[src/rtl/hex_display_pkg.sv]
// -----------------------------------------------------------------------------
// hex_display_pkg
// Shared definitions for the scrolling seven-segment message display:
//   - state_e      : controller FSM states (IDLE, RUN, PAUSE)
//   - SEG_BLANK    : all segments off (active-low), DP off
//   - SEG_TABLE    : nibble -> active-low segment pattern {DP, g..a}
//   - wrap_inc     : circular increment of a message index, wrapping past last
// -----------------------------------------------------------------------------
package hex_display_pkg;

  typedef enum logic [1:0] {
    S_IDLE  = 2'd0,
    S_RUN   = 2'd1,
    S_PAUSE = 2'd2
  } state_e;

  localparam logic [7:0] SEG_BLANK = 8'hFF;

  // Entry 15 is written first so SEG_TABLE[n] is the pattern for nibble n.
  localparam logic [15:0][7:0] SEG_TABLE = {
    8'h8E, 8'h86, 8'hA1, 8'hC6,   // F E d C
    8'h83, 8'h88, 8'h90, 8'h80,   // b A 9 8
    8'hF8, 8'h82, 8'h92, 8'h99,   // 7 6 5 4
    8'hB0, 8'hA4, 8'hF9, 8'hC0    // 3 2 1 0
  };

  // Next message index after v when the message ends at index last.
  function automatic logic [3:0] wrap_inc(input logic [3:0] v, input logic [3:0] last);
    return (v == last) ? 4'd0 : v + 4'd1;
  endfunction

endpackage

[src/rtl/hex7seg.sv]
// -----------------------------------------------------------------------------
// hex7seg
// Combinational hex nibble to active-low seven-segment decoder (DP always off).
// Ports:
//   nibble_i [3:0]  value to display
//   seg_o    [7:0]  {DP, g, f, e, d, c, b, a}, active-low
// -----------------------------------------------------------------------------
module hex7seg
  import hex_display_pkg::*;
(
  input  logic [3:0] nibble_i,
  output logic [7:0] seg_o
);

  assign seg_o = SEG_TABLE[nibble_i];

endmodule

[src/rtl/hex_scroll_ctrl.sv]
// -----------------------------------------------------------------------------
// hex_scroll_ctrl
// Scrolls a message of up to 16 hex nibbles across six seven-segment digits.
// A 16-entry buffer is written while idle; start latches the message length
// and scrolls one position every TICK_DIV clocks; stop pauses, and stop again
// (or stop together with start) returns to idle.
// Ports:
//   CLOCK_50            clock, all state on rising edge
//   reset_n             synchronous active-low reset
//   wr_valid/wr_ready   buffer write handshake (ready only while idle)
//   wr_addr, wr_data    buffer entry index and nibble
//   msg_len             message length minus one, latched on start from idle
//   start, stop         scroll control (stop wins when both are high)
//   busy                controller not idle
//   HEX5..HEX0          registered active-low segments, HEX5 is leftmost
// -----------------------------------------------------------------------------
module hex_scroll_ctrl
  import hex_display_pkg::*;
#(
  parameter int unsigned TICK_DIV = 25_000_000
) (
  input  logic       CLOCK_50,
  input  logic       reset_n,
  input  logic       wr_valid,
  output logic       wr_ready,
  input  logic [3:0] wr_addr,
  input  logic [3:0] wr_data,
  input  logic [3:0] msg_len,
  input  logic       start,
  input  logic       stop,
  output logic       busy,
  output logic [7:0] HEX5,
  output logic [7:0] HEX4,
  output logic [7:0] HEX3,
  output logic [7:0] HEX2,
  output logic [7:0] HEX1,
  output logic [7:0] HEX0
);

  localparam int unsigned     PW         = $clog2(TICK_DIV);
  localparam logic [PW-1:0]   PRESC_LAST = PW'(TICK_DIV - 1);

  state_e          state_q, state_d;
  logic [PW-1:0]   presc_q, presc_d;
  logic [3:0]      pos_q,   pos_d;
  logic [3:0]      len_q,   len_d;
  logic            ready_q;
  logic [3:0]      buf_q [16];
  logic [7:0]      hex_q [6];
  logic [7:0]      hex_d [6];
  logic [3:0]      idx   [6];
  logic [7:0]      seg   [6];
  logic            launch;
  logic            tick;
  logic            wr_fire;

  // ---------------------------------------------------------------------------
  // FSM next state; stop is checked first so it overrides a simultaneous start.
  // ---------------------------------------------------------------------------
  // NOTE: every always_comb output gets a default before any branch, so no
  // path leaves a signal unassigned and no latch is inferred.
  always_comb begin : fsm_next
    state_d = state_q;
    unique case (state_q)
      S_IDLE:  if (start && !stop) state_d = S_RUN;
      S_RUN:   if (stop)           state_d = S_PAUSE;
      S_PAUSE: begin
        if (stop)       state_d = S_IDLE;
        else if (start) state_d = S_RUN;
      end
      default: state_d = S_IDLE;
    endcase
  end

  assign launch  = (state_q == S_IDLE) && (state_d == S_RUN);
  assign tick    = (state_q == S_RUN) && (presc_q == PRESC_LAST);
  // ready_q is high exactly when the current state is IDLE (except the first
  // cycle after reset), so this also gates writes to idle only.
  assign wr_fire = wr_valid && ready_q;

  // ---------------------------------------------------------------------------
  // Prescaler / position / length. The prescaler counts in every RUN cycle,
  // including the one in which stop is sampled; PAUSE holds everything.
  // ---------------------------------------------------------------------------
  always_comb begin : scroll_next
    presc_d = presc_q;
    pos_d   = pos_q;
    len_d   = len_q;
    if (launch) begin
      presc_d = '0;
      pos_d   = '0;
      len_d   = msg_len;
    end else if (state_q == S_RUN) begin
      if (tick) begin
        presc_d = '0;
        pos_d   = (pos_q < len_q) ? pos_q + 4'd1 : 4'd0;
      end else begin
        presc_d = presc_q + 1'b1;
      end
    end
  end

  // ---------------------------------------------------------------------------
  // Window: digit k shows buf[(pos + k) mod (L + 1)]. Built as a chain of
  // circular increments instead of a modulo to avoid a divider.
  // ---------------------------------------------------------------------------
  always_comb begin : window_idx
    logic [3:0] p;
    p = pos_q;
    for (int k = 0; k < 6; k++) begin
      idx[k] = p;
      p      = wrap_inc(p, len_q);
    end
  end

  for (genvar k = 0; k < 6; k++) begin : g_digit
    hex7seg u_seg (
      .nibble_i (buf_q[idx[k]]),
      .seg_o    (seg[k])
    );
  end

  // Display follows the current state one cycle later; PAUSE freezes it.
  always_comb begin : hex_next
    for (int k = 0; k < 6; k++) begin
      hex_d[k] = SEG_BLANK;
      unique case (state_q)
        S_RUN:   hex_d[k] = seg[k];
        S_PAUSE: hex_d[k] = hex_q[k];
        default: hex_d[k] = SEG_BLANK;
      endcase
    end
  end

  // ---------------------------------------------------------------------------
  // State registers
  // ---------------------------------------------------------------------------
  // NOTE: sequential blocks use non-blocking assignments only, so every
  // register samples the pre-edge value of every other register.
  always_ff @(posedge CLOCK_50) begin : ctrl_regs
    if (!reset_n) begin
      state_q <= S_IDLE;
      presc_q <= '0;
      pos_q   <= '0;
      len_q   <= '0;
      ready_q <= 1'b0;
      for (int k = 0; k < 6; k++) hex_q[k] <= SEG_BLANK;
    end else begin
      state_q <= state_d;
      presc_q <= presc_d;
      pos_q   <= pos_d;
      len_q   <= len_d;
      ready_q <= (state_d == S_IDLE);
      for (int k = 0; k < 6; k++) hex_q[k] <= hex_d[k];
    end
  end

  // NOTE: the message buffer is a small flop array, not a RAM macro, so it is
  // reset; a start straight after reset therefore scrolls all zeros.
  always_ff @(posedge CLOCK_50) begin : buf_regs
    if (!reset_n) begin
      for (int i = 0; i < 16; i++) buf_q[i] <= '0;
    end else if (wr_fire) begin
      buf_q[wr_addr] <= wr_data;
    end
  end

  assign wr_ready = ready_q;
  assign busy     = (state_q != S_IDLE);
  assign HEX5     = hex_q[0];
  assign HEX4     = hex_q[1];
  assign HEX3     = hex_q[2];
  assign HEX2     = hex_q[3];
  assign HEX1     = hex_q[4];
  assign HEX0     = hex_q[5];

endmodule

[config.mk]
export PLATFORM = sky130hd
export DESIGN_NAME = hex_scroll_ctrl
export DESIGN_NICKNAME = d
export VERILOG_FILES = /design/src/rtl/hex_display_pkg.sv /design/src/rtl/hex7seg.sv /design/src/rtl/hex_scroll_ctrl.sv
export SDC_FILE = /design/constraint.sdc
export NUM_CORES = 1
export LEC_CHECK = 0
export BUFFER_PORTS_ARGS = -buffer_cell sky130_fd_sc_hd__buf_2
export CAP_MARGIN = 25
export CORE_ASPECT_RATIO = 0.7
export CORE_MARGIN = 8
export CORE_UTILIZATION = 36
export DETAILED_ROUTE_END_ITERATION = 10
export GPL_TIMING_DRIVEN = 1
export SETUP_SLACK_MARGIN = 0.15
export SYNTH_ARGS = -nofsm -noshare
export SYNTH_HDL_FRONTEND = slang
export SYNTH_SLANG_ARGS = --single-unit
[constraint.sdc]
create_clock -name CLOCK_50 -period 8.6 [get_ports CLOCK_50]
set_input_delay 1.72 -clock CLOCK_50 [delete_from_list [all_inputs] [get_ports CLOCK_50]]
set_output_delay 1.72 -clock CLOCK_50 [all_outputs]
set_load 0.02 [all_outputs]
==> results.md <==
## Run status
• complete, no violations — run status

## Pwr
• 24.1% — portion of total power attributed to sequential cells
• 43.4% — fraction of power spent switching nets
• 259 mW/mm^2 — power density over the cells
• 1.91 mW — design internal power
• 3.38 mW — Power Total
• 24.7% — part of the total power dissipated in the clock network
• 51.2% — Combinational Power Share
• 0.199 mV — worst IR drop on VDD
• 4.81 nW — total leakage power
• 1.47 mW — power spent charging and discharging nets

## Logic synthesis
• 8.50 um^2 — average size of a mapped cell
• 0.0116 mm^2 — area of the mapped netlist
• sky130_fd_sc_hd__edfxtp_1 — biggest area consumer among synthesized cells
• 21.1% — compound-gate portion of the synthesized area
• 12.6% — fraction of synthesized area in multiplexers
• 22.2% — area fraction in and, or, nand and nor cells after synthesis
• sky130_fd_sc_hd__dfxtp_1 — Synth Flop Type
• 1367 — post-synthesis cell count
• simple AND/OR/NAND/NOR gates — main combinational cell family by area after synthesis
• 176 x sky130_fd_sc_hd__nand2_1, 111 x sky130_fd_sc_hd__nor2_1, 82 x sky130_fd_sc_hd__dfxtp_1 — synth cell count leaders
• 0% — Post-synth ARST share
• 91 — Synth cell types
• sky130_fd_sc_hd__nand2_1 — cell with the most instances after synthesis
• sky130_fd_sc_hd__edfxtp_1 17%, sky130_fd_sc_hd__dfxtp_1 14%, sky130_fd_sc_hd__mux2i_1 6.6% — largest cells by area after synthesis
• 64 — number of flops mapped to enable cells by yosys
• 30.7% — sequential area share after synthesis
• 3.33% — post-synthesis share of cell area spent on xor and xnor gates
• 4.84% — share of synthesized cell area in full adder, half adder and majority cells
• 146 — Synth Register Bits
• 0 — number of warnings reported in the yosys synthesis log
• 16.5% — Yosys top cell area share

## Drt
• 6.09 — Via-to-Cell Ratio
• 8 — number of search-and-repair iterations in the first detailed-routing pass
• 1380 — Starting DRT DRC Count
• 0 — count of antenna-violating nets left after detailed routing
• 0 — post-detailed-route DRC marker count
• 22.7 um — detailed-route wire length per cell
• 41700 um — total wire length
• 11.2k — vias post-DR

## Timing
• 1.08 ns — Slew @ Worst Pin
• 0 — Final Slew Violations
• 0 ns — sum of negative setup slack
• false — unrepaired setup endpoints after global routing
• 127 MHz — Highest Clock Rate
• 0 — Final setup viols
• 7.84 ns — time the worst path needs with I/O delays and setup
• 0 — Hold Violations, Final
• 91.2% — fraction of the cycle the final worst path needs
• 28.3% — Max transition margin
• 0.0129 ns — worst-case clock skew

## Worst setup path
• sky130_fd_sc_hd__dfxtp_1 — cell type of the slowest stage on the worst timing path
• 23 — largest fanout on the critical path
• flip-flop — endpoint kind of the worst setup timing path
• 8.96 ns — data required time of the critical path
• 8.21 ns — worst path arrival time
• 0.76 ns — reg-to-reg setup timing slack
• 0.53 ns — CP peak stage delay
• reg -> reg — type of the worst setup path
• 26 — path depth of the worst reg2reg path
• flip-flop — Critical Path Source Type

## Global routing
• 63700 um — wire length of the first global-routing pass
• 10.3k — number of global-route vias before repair
• 67 — largest net degree at the start of global routing
• 21.3% — total routing resource utilization after global routing
• 0 — overflow left after global routing
• 1 — antenna violations before repair

## Die
• 0.0321 mm^2 — Core Footprint
• 166 um — height of the die
• 55 — row cnt
• 67 — I/O pin count
• 0.0384 mm^2 — die area
• 231 um — Die X-Extent
• 36.2% — Starting Density

## Worst hold path
• 2 — worst hold path depth
• reg -> reg — worst min-delay path category

## Clock tree
• done — CTS tree
• 0.45 ns — worst-skew pair later-pin latency
• 2 — Clock Path Buffers
• 0 — number of hold buffers added after cts
• 4 — number of H-tree levels
• 146 — clk sinks
• 0.06 ns — register clock-pin slew on the reported worst setup and hold paths
• 17 — Num CTS Buffers
• sky130_fd_sc_hd__clkbuf_16 — clock root buffer

## Placement
• 30900 um — total half-perimeter wirelength after legalization and detailed placement
• 1.03 — routability-driven placement congestion ratio
• 60 — count of buffers from port buffering

## Final layout
• 1456 — fin nets
• 0 — number of inserted diodes
• 14.6% — layout cell share with drive strength beyond 1
• 12.4% — synthesis-to-layout area growth

## Job
• 0 — Maximum Capacitance Violations

## stage by stage
step           hold WS, ns  area [um^2]  setup slack [ns]  std cells  utilization, %
4_1_cts              0.477        12900             0.370       1824            40.2
6_report             0.475        13100             0.755       1834            40.7
5_1_grt              0.503        13100             0.206       1834            40.7
3_3_place_gp         0.462        12200             0.702       1791            38.2
3_5_place_dp         0.466        12200             0.425       1792            38.2
2_1_floorplan        0.449        11600              1.46       1372               -
## sequential cells by signal, indices dropped and copies added (netlist names), named ones only
name and flops:
wr_ready 1, pos_q 4, state_q 2, hex_q 42, presc_q 25, buf_q 64, len_q 4
## path summary, 6_finish.rpt
path / start / to
max: len_q[2] / hex_q[0][45]
min: presc_q[1] / presc_q[1]
max reg2reg: len_q[2] / hex_q[0][45]
min reg2reg: presc_q[1] / presc_q[1]
## placed cells by master, fill, tap and decap left out, types with 20 or more instances in the layout
master                     Yosys  final
sky130_fd_sc_hd__a211oi_1     27     27
sky130_fd_sc_hd__a21oi_1      55     55
sky130_fd_sc_hd__a221oi_1     23     23
sky130_fd_sc_hd__a31oi_1      24     24
sky130_fd_sc_hd__and2_1       72     72
sky130_fd_sc_hd__and3_1       27     27
sky130_fd_sc_hd__buf_2        11     60
sky130_fd_sc_hd__buf_4        14     36
sky130_fd_sc_hd__dfxtp_1      82     82
sky130_fd_sc_hd__edfxtp_1     64     64
sky130_fd_sc_hd__ha_1         45     43
sky130_fd_sc_hd__inv_1        40     40
sky130_fd_sc_hd__mux2i_1      77     77
sky130_fd_sc_hd__mux4_2       25     25
sky130_fd_sc_hd__nand2_1     176    175
sky130_fd_sc_hd__nand3_1      49     49
sky130_fd_sc_hd__nor2_1      111    111
sky130_fd_sc_hd__nor3_1       20     20
sky130_fd_sc_hd__o21ai_0      75     75
sky130_fd_sc_hd__o22ai_1      26     26
## logic make-up (layout without fill, tap and decap cells)
kind of cell             after synthesis  in the layout
multiplexers                         114            114
flip-flops                           146            146
AND/OR/NAND/NOR                      532            532
AO/OA/AOI/OAI                        353            353
other                                  1              6
buffers and inverters                140            175
XOR/XNOR                              36             36
adder cells (fa/ha/maj)               45             45
## area by class of cell
class | instances | area, um^2
multi-input combinational | 1086 | 7530
inverter | 45 | 169
sequential | 146 | 3560
timing repair buffer | 98 | 609
clock inverter | 15 | 231
clock buffer | 17 | 425
tap | 427 | 534
fill | 3280 | 19000
## per-layer routing
layer	vias to the layer above	global-route usage, %	wire length [um]
met5	-	0	0
met4	0	5.96	874
met3	81	7.49	5040
met2	631	28.9	16600
met1	5342	30.9	19200
li1	5111	-	-
## timing repair
| action | in CTS | in global routing |
|---|---|---|
| gates resized for setup | 0 | 10 |
| buffers inserted | 0 | 8 |
| setup endpoints to repair | 0 | 7 |
| endpoints found under the hold margin | 0 | 0 |
## worst max-delay path, delay by kind of cell, from the launching register on
kind                     cells  cell delay, ns
flip-flops                   1            0.53
multiplexers                 1            0.31
buffers and inverters        5            1.06
AND/OR/NAND/NOR              7            2.12
AO/OA/AOI/OAI                8            1.97
XOR/XNOR                     2            0.46
adder cells (fa/ha/maj)      3            1.29
## power groups by stage
stage               combinational [mW]  sequential (mW)  clock (mW)
floorplan                         1.24            0.815           0
global placement                  1.59            0.824           0
detailed placement                1.62            0.824           0
CTS                               1.62            0.809       0.852
global route                      1.89            0.815       0.878
finish                            1.73            0.815       0.834
Power figures use the tool's default switching activity.
